File: src/rtl/ot_uart_pkg.sv
// ot_uart_pkg: shared constants, FSM encodings and a clog2 helper for the
// buffered UART (ot_uart_buffered) and its FIFO (ot_uart_sync_fifo).
package ot_uart_pkg;
   localparam int OVERSAMPLE = 16;  // ticks per serial bit
   localparam int MID_SAMPLE = 8;   // tick within a bit where RX samples

   typedef enum logic [2:0] {TX_IDLE, TX_START, TX_DATA, TX_PARITY, TX_STOP} tx_state_t;
   typedef enum logic [2:0] {RX_IDLE, RX_START, RX_DATA, RX_PARITY, RX_STOP} rx_state_t;

   function automatic int clog2(input int v);
      int r;
      r = 0;
      while ((1 << r) < v) r++;
      return r;
   endfunction
endpackage

File: src/rtl/ot_uart_buffered_if.sv
// ot_uart_buffered_if: byte-parallel side of the UART (bus bridge <-> UART).
//  master : bridge side (drives data_in/wr_en/rd_en/clear)
//  slave  : UART side (drives tx_full, data_out, rx_empty and the RX flags)
interface ot_uart_buffered_if #(parameter int DATA_BITS = 8);
   logic [DATA_BITS-1:0] data_in;
   logic                 wr_en;
   logic                 tx_full;
   logic [DATA_BITS-1:0] data_out;
   logic                 rd_en;
   logic                 rx_empty;
   logic                 rx_overrun;
   logic                 frame_err;
   logic                 parity_err;
   logic                 clear;

   modport master (output data_in, wr_en, rd_en, clear,
                   input  tx_full, data_out, rx_empty, rx_overrun, frame_err, parity_err);
   modport slave  (input  data_in, wr_en, rd_en, clear,
                   output tx_full, data_out, rx_empty, rx_overrun, frame_err, parity_err);
endinterface

File: src/rtl/ot_uart_sync_fifo.sv
// ot_uart_sync_fifo: first-word fall-through synchronous FIFO.
//  clk/rstn   clock, async active-low reset
//  push/pop   already qualified by the caller (no internal full/empty guard)
//  din/dout   write data / head of queue (0 while empty)
//  full/empty status from extended-pointer MSB compare
module ot_uart_sync_fifo import ot_uart_pkg::*; #(
   parameter int WIDTH = 8,
   parameter int DEPTH = 8
) (
   input  logic             clk,
   input  logic             rstn,
   input  logic             push,
   input  logic             pop,
   input  logic [WIDTH-1:0] din,
   output logic [WIDTH-1:0] dout,
   output logic             full,
   output logic             empty
);
   localparam int AW = clog2(DEPTH);

   logic [AW:0]      wptr, rptr;
   logic [WIDTH-1:0] mem [DEPTH];

   always_ff @(posedge clk or negedge rstn) begin
      if (!rstn) begin
         wptr <= '0;
         rptr <= '0;
      end else begin
         if (push) wptr <= wptr + 1'b1;
         if (pop)  rptr <= rptr + 1'b1;
      end
   end

   // A push while full is only legal with a same-cycle pop; the write then
   // lands in the slot the pop is vacating.
   always_ff @(posedge clk) begin
      if (push) mem[wptr[AW-1:0]] <= din;
   end

   assign empty = (wptr == rptr);
   assign full  = (wptr[AW] != rptr[AW]) && (wptr[AW-1:0] == rptr[AW-1:0]);
   assign dout  = empty ? '0 : mem[rptr[AW-1:0]];
endmodule

File: src/rtl/ot_uart_buffered.sv
// ot_uart_buffered: 16x-oversampled UART with TX/RX FIFOs.
//  clk_50m   system clock          rstn     async active-low reset
//  baud_div  tick period-1         bus      byte side (ot_uart_buffered_if.slave)
//  Tx        serial out, idle high Tx_busy  TX FSM active or TX FIFO non-empty
//  Rx        async serial in
// Optional feature: define OT_UART_PARITY_EN for an even parity bit on TX and
// parity checking on RX; otherwise parity_err is tied 0.
module ot_uart_buffered import ot_uart_pkg::*; #(
   parameter int DATA_BITS  = 8,
   parameter int FIFO_DEPTH = 8,
   parameter int DIV_W      = 16
) (
   input  logic             clk_50m,
   input  logic             rstn,
   input  logic [DIV_W-1:0] baud_div,
   ot_uart_buffered_if.slave bus,
   output logic             Tx,
   output logic             Tx_busy,
   input  logic             Rx
);
   localparam int IDX_W = clog2(DATA_BITS);
   localparam logic [IDX_W-1:0] LAST_IDX = IDX_W'(DATA_BITS - 1);

   // ---------------- baud tick (shared by TX and RX) ----------------
   logic [DIV_W-1:0] baud_cnt, div_q;
   logic             tick;

   assign tick = (baud_cnt == div_q);

   always_ff @(posedge clk_50m or negedge rstn) begin
      if (!rstn) begin
         baud_cnt <= '0;
         div_q    <= '0;
      end else if (tick) begin
         baud_cnt <= '0;
         div_q    <= baud_div;   // new divisor only takes effect at wrap
      end else begin
         baud_cnt <= baud_cnt + 1'b1;
      end
   end

   // ---------------- TX ----------------
   tx_state_t            tx_state, tx_state_n;
   logic [3:0]           tx_cnt, tx_cnt_n;
   logic [IDX_W-1:0]     tx_idx, tx_idx_n;
   logic [DATA_BITS-1:0] tx_data, tx_data_n, tx_head;
   logic                 tx_pop, tx_push, tx_full, tx_empty, tx_bend;

   assign tx_push     = bus.wr_en && !tx_full;  // dropped when full, pop or not
   assign tx_bend     = tick && (tx_cnt == 4'(OVERSAMPLE - 1));
   assign bus.tx_full = tx_full;
   assign Tx_busy     = (tx_state != TX_IDLE) || !tx_empty;

   ot_uart_sync_fifo #(.WIDTH(DATA_BITS), .DEPTH(FIFO_DEPTH)) u_tx_fifo (
      .clk(clk_50m), .rstn(rstn), .push(tx_push), .pop(tx_pop),
      .din(bus.data_in), .dout(tx_head), .full(tx_full), .empty(tx_empty));

   always_ff @(posedge clk_50m or negedge rstn) begin
      if (!rstn) begin
         tx_state <= TX_IDLE;
         tx_cnt   <= '0;
         tx_idx   <= '0;
         tx_data  <= '0;
      end else begin
         tx_state <= tx_state_n;
         tx_cnt   <= tx_cnt_n;
         tx_idx   <= tx_idx_n;
         tx_data  <= tx_data_n;
      end
   end

   always_comb begin
      tx_state_n = tx_state;
      tx_cnt_n   = tx_cnt;
      tx_idx_n   = tx_idx;
      tx_data_n  = tx_data;
      tx_pop     = 1'b0;
      if (tx_state != TX_IDLE && tick) tx_cnt_n = tx_cnt + 4'd1;  // wraps 15->0 per bit
      case (tx_state)
         TX_IDLE: if (!tx_empty) begin
            tx_pop     = 1'b1;
            tx_data_n  = tx_head;
            tx_cnt_n   = '0;
            tx_state_n = TX_START;
         end
         TX_START: if (tx_bend) begin
            tx_idx_n   = '0;
            tx_state_n = TX_DATA;
         end
         TX_DATA: if (tx_bend) begin
            if (tx_idx == LAST_IDX) begin
`ifdef OT_UART_PARITY_EN
               tx_state_n = TX_PARITY;
`else
               tx_state_n = TX_STOP;
`endif
            end else begin
               tx_idx_n = tx_idx + 1'b1;
            end
         end
         TX_PARITY: if (tx_bend) tx_state_n = TX_STOP;
         TX_STOP: if (tx_bend) begin
            // Back-to-back frames: next start bit follows the stop bit directly.
            if (!tx_empty) begin
               tx_pop     = 1'b1;
               tx_data_n  = tx_head;
               tx_state_n = TX_START;
            end else begin
               tx_state_n = TX_IDLE;
            end
         end
         default: tx_state_n = TX_IDLE;
      endcase
   end

   // Decoded straight from registers so reset forces the line high at once.
   always_comb begin
      case (tx_state)
         TX_START:  Tx = 1'b0;
         TX_DATA:   Tx = tx_data[tx_idx];
         TX_PARITY: Tx = ^tx_data;
         default:   Tx = 1'b1;
      endcase
   end

   // ---------------- RX ----------------
   rx_state_t            rx_state, rx_state_n;
   logic [3:0]           rx_cnt, rx_cnt_n;
   logic [IDX_W-1:0]     rx_idx, rx_idx_n;
   logic [DATA_BITS-1:0] rx_sh, rx_sh_n;
   logic [1:0]           rx_sync;
   logic                 rx_prev, rx_s, rx_mid, rx_bend;
   logic                 rx_push_req, rx_push, rx_pop, rx_full, rx_empty, rx_ovf;
   logic                 fe_set, frame_err_q, overrun_q;
`ifdef OT_UART_PARITY_EN
   logic                 rx_pbit, rx_pbit_n, pe_set, parity_err_q;
`endif

   assign rx_s    = rx_sync[1];
   assign rx_mid  = tick && (rx_cnt == 4'(MID_SAMPLE - 1));
   assign rx_bend = tick && (rx_cnt == 4'(OVERSAMPLE - 1));

   assign rx_pop  = bus.rd_en && !rx_empty;
   assign rx_push = rx_push_req && (!rx_full || rx_pop);
   assign rx_ovf  = rx_push_req && rx_full && !rx_pop;

   ot_uart_sync_fifo #(.WIDTH(DATA_BITS), .DEPTH(FIFO_DEPTH)) u_rx_fifo (
      .clk(clk_50m), .rstn(rstn), .push(rx_push), .pop(rx_pop),
      .din(rx_sh), .dout(bus.data_out), .full(rx_full), .empty(rx_empty));

   assign bus.rx_empty   = rx_empty;
   assign bus.rx_overrun = overrun_q;
   assign bus.frame_err  = frame_err_q;
`ifdef OT_UART_PARITY_EN
   assign bus.parity_err = parity_err_q;
`else
   assign bus.parity_err = 1'b0;
`endif

   always_ff @(posedge clk_50m or negedge rstn) begin
      if (!rstn) begin
         rx_sync     <= 2'b11;
         rx_prev     <= 1'b1;
         rx_state    <= RX_IDLE;
         rx_cnt      <= '0;
         rx_idx      <= '0;
         rx_sh       <= '0;
         frame_err_q <= 1'b0;
         overrun_q   <= 1'b0;
      end else begin
         rx_sync     <= {rx_sync[0], Rx};
         rx_prev     <= rx_s;
         rx_state    <= rx_state_n;
         rx_cnt      <= rx_cnt_n;
         rx_idx      <= rx_idx_n;
         rx_sh       <= rx_sh_n;
         frame_err_q <= fe_set;
         // A new overrun wins over a same-cycle clear.
         if (rx_ovf)         overrun_q <= 1'b1;
         else if (bus.clear) overrun_q <= 1'b0;
      end
   end

`ifdef OT_UART_PARITY_EN
   always_ff @(posedge clk_50m or negedge rstn) begin
      if (!rstn) begin
         rx_pbit      <= 1'b0;
         parity_err_q <= 1'b0;
      end else begin
         rx_pbit      <= rx_pbit_n;
         parity_err_q <= pe_set;
      end
   end
`endif

   always_comb begin
      rx_state_n  = rx_state;
      rx_cnt_n    = rx_cnt;
      rx_idx_n    = rx_idx;
      rx_sh_n     = rx_sh;
      rx_push_req = 1'b0;
      fe_set      = 1'b0;
`ifdef OT_UART_PARITY_EN
      rx_pbit_n   = rx_pbit;
      pe_set      = 1'b0;
`endif
      if (rx_state != RX_IDLE && tick) rx_cnt_n = rx_cnt + 4'd1;
      case (rx_state)
         RX_IDLE: if (rx_prev && !rx_s) begin
            rx_cnt_n   = '0;
            rx_state_n = RX_START;
         end
         RX_START: begin
            if (rx_mid && rx_s) rx_state_n = RX_IDLE;  // glitch: line back high mid-start
            else if (rx_bend) begin
               rx_idx_n   = '0;
               rx_state_n = RX_DATA;
            end
         end
         RX_DATA: begin
            if (rx_mid) rx_sh_n = {rx_s, rx_sh[DATA_BITS-1:1]};  // LSB arrives first
            if (rx_bend) begin
               if (rx_idx == LAST_IDX) begin
`ifdef OT_UART_PARITY_EN
                  rx_state_n = RX_PARITY;
`else
                  rx_state_n = RX_STOP;
`endif
               end else begin
                  rx_idx_n = rx_idx + 1'b1;
               end
            end
         end
         RX_PARITY: begin
`ifdef OT_UART_PARITY_EN
            if (rx_mid) rx_pbit_n = rx_s;
`endif
            if (rx_bend) rx_state_n = RX_STOP;
         end
         RX_STOP: if (rx_mid) begin
            // Leave at mid-stop so a start edge right after the stop bit is seen.
            rx_state_n = RX_IDLE;
            if (!rx_s) fe_set = 1'b1;
`ifdef OT_UART_PARITY_EN
            else if (rx_pbit != ^rx_sh) pe_set = 1'b1;
`endif
            else rx_push_req = 1'b1;
         end
         default: rx_state_n = RX_IDLE;
      endcase
   end
endmodule

File: src/flat_wrapper.sv
// flat-port wrapper written by rule: the top's interface ports become plain ports
module ot_uart_buffered_flat import ot_uart_pkg::*;
#(
   parameter int DATA_BITS  = 8,
   parameter int FIFO_DEPTH = 8,
   parameter int DIV_W      = 16
)
  (clk_50m, rstn, baud_div, Tx, Tx_busy, Rx, bus_data_in, bus_wr_en, bus_rd_en, bus_clear, bus_tx_full, bus_data_out, bus_rx_empty, bus_rx_overrun, bus_frame_err, bus_parity_err);
  ot_uart_buffered_if #(.DATA_BITS(DATA_BITS)) bus_i ();
  input  logic clk_50m;
  input  logic rstn;
  input  logic [DIV_W-1:0] baud_div;
  output logic Tx;
  output logic Tx_busy;
  input  logic Rx;
  input wire logic [$bits(bus_i.data_in)-1:0] bus_data_in;
  input wire logic [$bits(bus_i.wr_en)-1:0] bus_wr_en;
  input wire logic [$bits(bus_i.rd_en)-1:0] bus_rd_en;
  input wire logic [$bits(bus_i.clear)-1:0] bus_clear;
  output wire logic [$bits(bus_i.tx_full)-1:0] bus_tx_full;
  output wire logic [$bits(bus_i.data_out)-1:0] bus_data_out;
  output wire logic [$bits(bus_i.rx_empty)-1:0] bus_rx_empty;
  output wire logic [$bits(bus_i.rx_overrun)-1:0] bus_rx_overrun;
  output wire logic [$bits(bus_i.frame_err)-1:0] bus_frame_err;
  output wire logic [$bits(bus_i.parity_err)-1:0] bus_parity_err;
  assign bus_i.data_in = bus_data_in;
  assign bus_i.wr_en = bus_wr_en;
  assign bus_i.rd_en = bus_rd_en;
  assign bus_i.clear = bus_clear;
  assign bus_tx_full = bus_i.tx_full;
  assign bus_data_out = bus_i.data_out;
  assign bus_rx_empty = bus_i.rx_empty;
  assign bus_rx_overrun = bus_i.rx_overrun;
  assign bus_frame_err = bus_i.frame_err;
  assign bus_parity_err = bus_i.parity_err;
  ot_uart_buffered #(.DATA_BITS(DATA_BITS), .FIFO_DEPTH(FIFO_DEPTH), .DIV_W(DIV_W)) u_core (.clk_50m(clk_50m), .rstn(rstn), .baud_div(baud_div), .bus(bus_i), .Tx(Tx), .Tx_busy(Tx_busy), .Rx(Rx));
endmodule
File: config.mk
export PLATFORM = sky130hd
export DESIGN_NAME = ot_uart_buffered_flat
export DESIGN_NICKNAME = d
export VERILOG_FILES = /design/src/rtl/ot_uart_pkg.sv /design/src/rtl/ot_uart_buffered_if.sv /design/src/rtl/ot_uart_sync_fifo.sv /design/src/rtl/ot_uart_buffered.sv /design/src/flat_wrapper.sv
export SDC_FILE = /design/constraint.sdc
export NUM_CORES = 1
export LEC_CHECK = 0
export ABC_CLOCK_PERIOD_IN_PS = 6300
export CORE_ASPECT_RATIO = 0.9
export CORE_UTILIZATION = 60
export DETAILED_ROUTE_END_ITERATION = 10
export PLACE_DENSITY_LB_ADDON = 0.25
export SYNTH_ARGS = -nofsm -noshare
export SYNTH_HDL_FRONTEND = slang
export SYNTH_SLANG_ARGS = --single-unit
File: constraint.sdc
create_clock -name clk_50m -period 6.3 [get_ports clk_50m]
set_clock_uncertainty 0.2 [all_clocks]
set_input_delay 1.26 -clock clk_50m [delete_from_list [all_inputs] [get_ports clk_50m]]
set_output_delay 1.26 -clock clk_50m [all_outputs]
set_load 0.005 [all_outputs]
==> flow_summary.json <==
{
  "netlist_area_sq_um": 9290,
  "crit_type": "flip-flop to output port",
  "finalCriticalPeriod_ns": 4.58,
  "nets": 685,
  "drtIter0Drc": 287,
  "synth_edf_count": 128,
  "tightest_slew_ns": 1.16,
  "cts_root_buf": "clkbuf_16",
  "netlist_top_cells_area": "edfxtp_1 41%, dfrtp_1 23%, mux4_2 8.2%",
  "yosysSeqAreaShare_pct": 65.4,
  "die_w_um": 133,
  "syn_to_final_growth_pct": 14.0,
  "rsz0062_at_grt": "false",
  "max_cap_violations": 0,
  "dp.cells": 818,
  "status": "finished, final reports clean",
  "drtPass1Iterations": 5,
  "crit_path_start_kind": "flip-flop",
  "yosysTopAreaCellShare_pct": 41.4,
  "post-cts-setup-buffer-count": 0,
  "grt_start_max_net_pins": 78,
  "crit_fanout": 20,
  "antenna_found_initial": 0,
  "worst_path_max_delay_cell": "dfrtp_1",
  "hold_viol": 0,
  "synth.largest_area_cell": "edfxtp_1",
  "vdd_drop_max_v": 0.000283,
  "path_buf_inv": 1,
  "synth.distinct_cells": 50,
  "cpLargestDelayFamily": "flip-flops",
  "multi_input_area_sq_um": 3070,
  "avgSynthCellArea_sq_um": 15.5,
  "yosys_warnings": 0,
  "hold_path_class": "flip-flop to flip-flop",
  "grt_pass1_vias": 5350,
  "chipHeight_um": 120,
  "portBuffers": 43,
  "wl_per_cell_um": 19.7,
  "r2r-end": "u_core.u_rx_fifo.mem[6][7]",
  "routed_wl_mm": 16.9,
  "finalInstanceArea_sq_um": 10600,
  "antenna_cells": 0,
  "drive_gt1_share_pct": 19.8,
  "min_to": "u_core.rx_sync[1]",
  "std_cell_rows": 42,
  "cts_tree": "yes",
  "ant_nets": 0,
  "dieArea_sq_um": 16000,
  "synthCells": 600,
  "fin_cells": 858,
  "clock-sinks": 217,
  "required_ns": 4.84,
  "synth_nets": 641,
  "holdPathStages": 0,
  "fillCellCount": 961,
  "crit_chain": "xnor2_1 > nand3_1 > nor2b_1 > clkdlybuf4s50_1",
  "max_freq_mhz": 218,
  "relSlewSlack_pct": 22.3,
  "initial_core_util_pct": 62.3,
  "pin_count": 45,
  "clk_pin_slew_ns": 0.06,
  "hp-start": "u_core.rx_sync[0]",
  "overflow": 0,
  "endpoint_kind": "output port",
  "cts-htree-levels": 1,
  "async_flop_share_pct": 41.0,
  "cts_made_buffers": 22,
  "clkLatencyLatePin_ns": 0.50,
  "reg2reg_from": "u_core.u_rx_fifo.rptr[0]",
  "gp_congestion": 0.779,
  "clk_path_buf_depth": 3,
  "ys_ff_latch": 217,
  "final_max_slew_viol_count": 0,
  "num_vias": 5076,
  "grtUsageTotal_pct": 23.0,
  "slowest_delay_ns": 1.11,
  "cts_resized": 0,
  "timing.reg2reg.setup_slack_ns": 2.96,
  "setup_viol": 0,
  "crit_arrival_ns": 3.12,
  "place_area_sq_um": 9900,
  "place_hpwl_mm": 10.7,
  "register_area_sq_um": 6070,
  "drt_drc_violations_left": 0,
  "synthFlopType": "edfxtp_1",
  "power_uw": 3840,
  "p_per_area_nw_per_um2": 362,
  "core_sq_um": 14900,
  "r2r_cells": 6,
  "via_per_inst": 5.92,
  "hold_buffers": 0,
  "leakage_uw": 0.00414,
  "setup_tns_ns": 0,
  "grt_pass1_wl_mm": 28.3,
  "min_period_over_period_pct": 72.8
}
sequential cells by signal (all words and copies together) (netlist names), 4 cells and up:
signal,cells
u_core.u_rx_fifo.mem,64
u_core.u_rx_fifo.rptr,4
u_core.u_tx_fifo.mem,64
u_core.u_rx_fifo.wptr,4
u_core.div_q,16
u_core.u_tx_fifo.rptr,4
u_core.u_tx_fifo.wptr,4
u_core.rx_sh,8
u_core.tx_data,8
u_core.baud_cnt,16
u_core.rx_cnt,4
u_core.tx_cnt,4
through the flow:
| step | hold slack [ns] | setup slack [ns] | utilization [%] |
|---|---|---|---|
| 2_1_floorplan | 0.145 | 2.98 | - |
| 3_3_place_gp | 0.146 | 2.30 | 66.3 |
| 3_5_place_dp | 0.151 | 2.20 | 66.3 |
| 4_1_cts | 0.160 | 1.63 | 71.0 |
| 5_1_grt | 0.164 | 1.41 | 71.0 |
| 6_report | 0.159 | 1.72 | 71.0 |
routing by layer:
metal | wire length, um | track usage, %
met5 | 0 | 0
met4 | 334 | 6.18
met3 | 663 | 3.04
met2 | 8410 | 38.2
met1 | 7460 | 32.4
power breakdown:
part | leakage [uW] | total (uW) | switching [uW] | internal [uW]
sequential | 0.00246 | 1880 | 225 | 1660
combinational | 0.00135 | 715 | 298 | 417
clock | 0.000328 | 1240 | 524 | 719
total | 0.00414 | 3840 | 1050 | 2790
worst max-delay path by stage:
stage	start	to	slack, ns	depth (start not counted)
after floorplan	u_core.u_rx_fifo.rptr[0]	bus_data_out[0]	2.98	5
after global placement	u_core.u_rx_fifo.rptr[0]	bus_rx_empty	2.30	4
after detailed placement	u_core.u_rx_fifo.rptr[0]	bus_rx_empty	2.20	4
after CTS	u_core.u_rx_fifo.rptr[0]	bus_rx_empty	1.63	4
after global routing	u_core.u_rx_fifo.rptr[0]	bus_rx_empty	1.41	4
final	u_core.u_rx_fifo.rptr[0]	bus_rx_empty	1.72	4
Yosys cell counts (all sizes together), types with 12 or more instances:
library cell and number:
edfxtp 128, nor2 48, mux2i 13, xor2 23
dfrtp 86, mux2 46, nand2 19, nand3 18
xnor2 36, clkbuf 21, mux4 34, nand4 12
cell families (layout without fill, tap and decap cells):
| group | Yosys count | in the layout | synth area share (%) |
|---|---|---|---|
| DFF | 217 | 217 | 65.4 |
| and+or+nand+nor | 145 | 145 | 8.05 |
| muxes | 93 | 93 | 15.2 |
| xor gates and xnor gates | 59 | 59 | 5.56 |
| AOI/OAI and AO/OA | 37 | 37 | 2.69 |
| buffers and inverters | 37 | 97 | 1.58 |
| adders and majority gates | 11 | 11 | 1.48 |
| other | 1 | 1 | 0.0404 |
area by class of cell:
class	count	area share, %
Clock buffer	27	5.67
Clock inverter	13	0.897
Inverter	7	0.248
Timing Repair Buffer	50	4.53
Multi-Input combinational cell	346	29.0
Tap cell	198	2.34
Sequential cell	217	57.3
layout by cell type (no fill, tap or decap), types with 4 or more instances in the layout:
master           netlist  layout
inv_1                  7       7
clkinv_2               0       4
nor2b_1                4       4
xnor2_1               36      36
and3_1                 6       6
mux2i_1               13      13
nand2_1               19      19
or3_1                  5       5
a21oi_1                9       9
dfrtp_1               86      86
clkdlybuf4s50_1        0      42
nand4_1               11      11
mux4_2                34      34
clkbuf_16              0      23
mux2_2                45      45
o21ai_0                9       9
nand3_1               18      18
nand2b_1              11      11
nor2_1                48      48
xor2_1                23      23
ha_1                  11      11
a211oi_1               4       4
buf_4                  1       8
nor3_1                10      10
edfxtp_1             128     128
(Power assumes the default switching activity.)
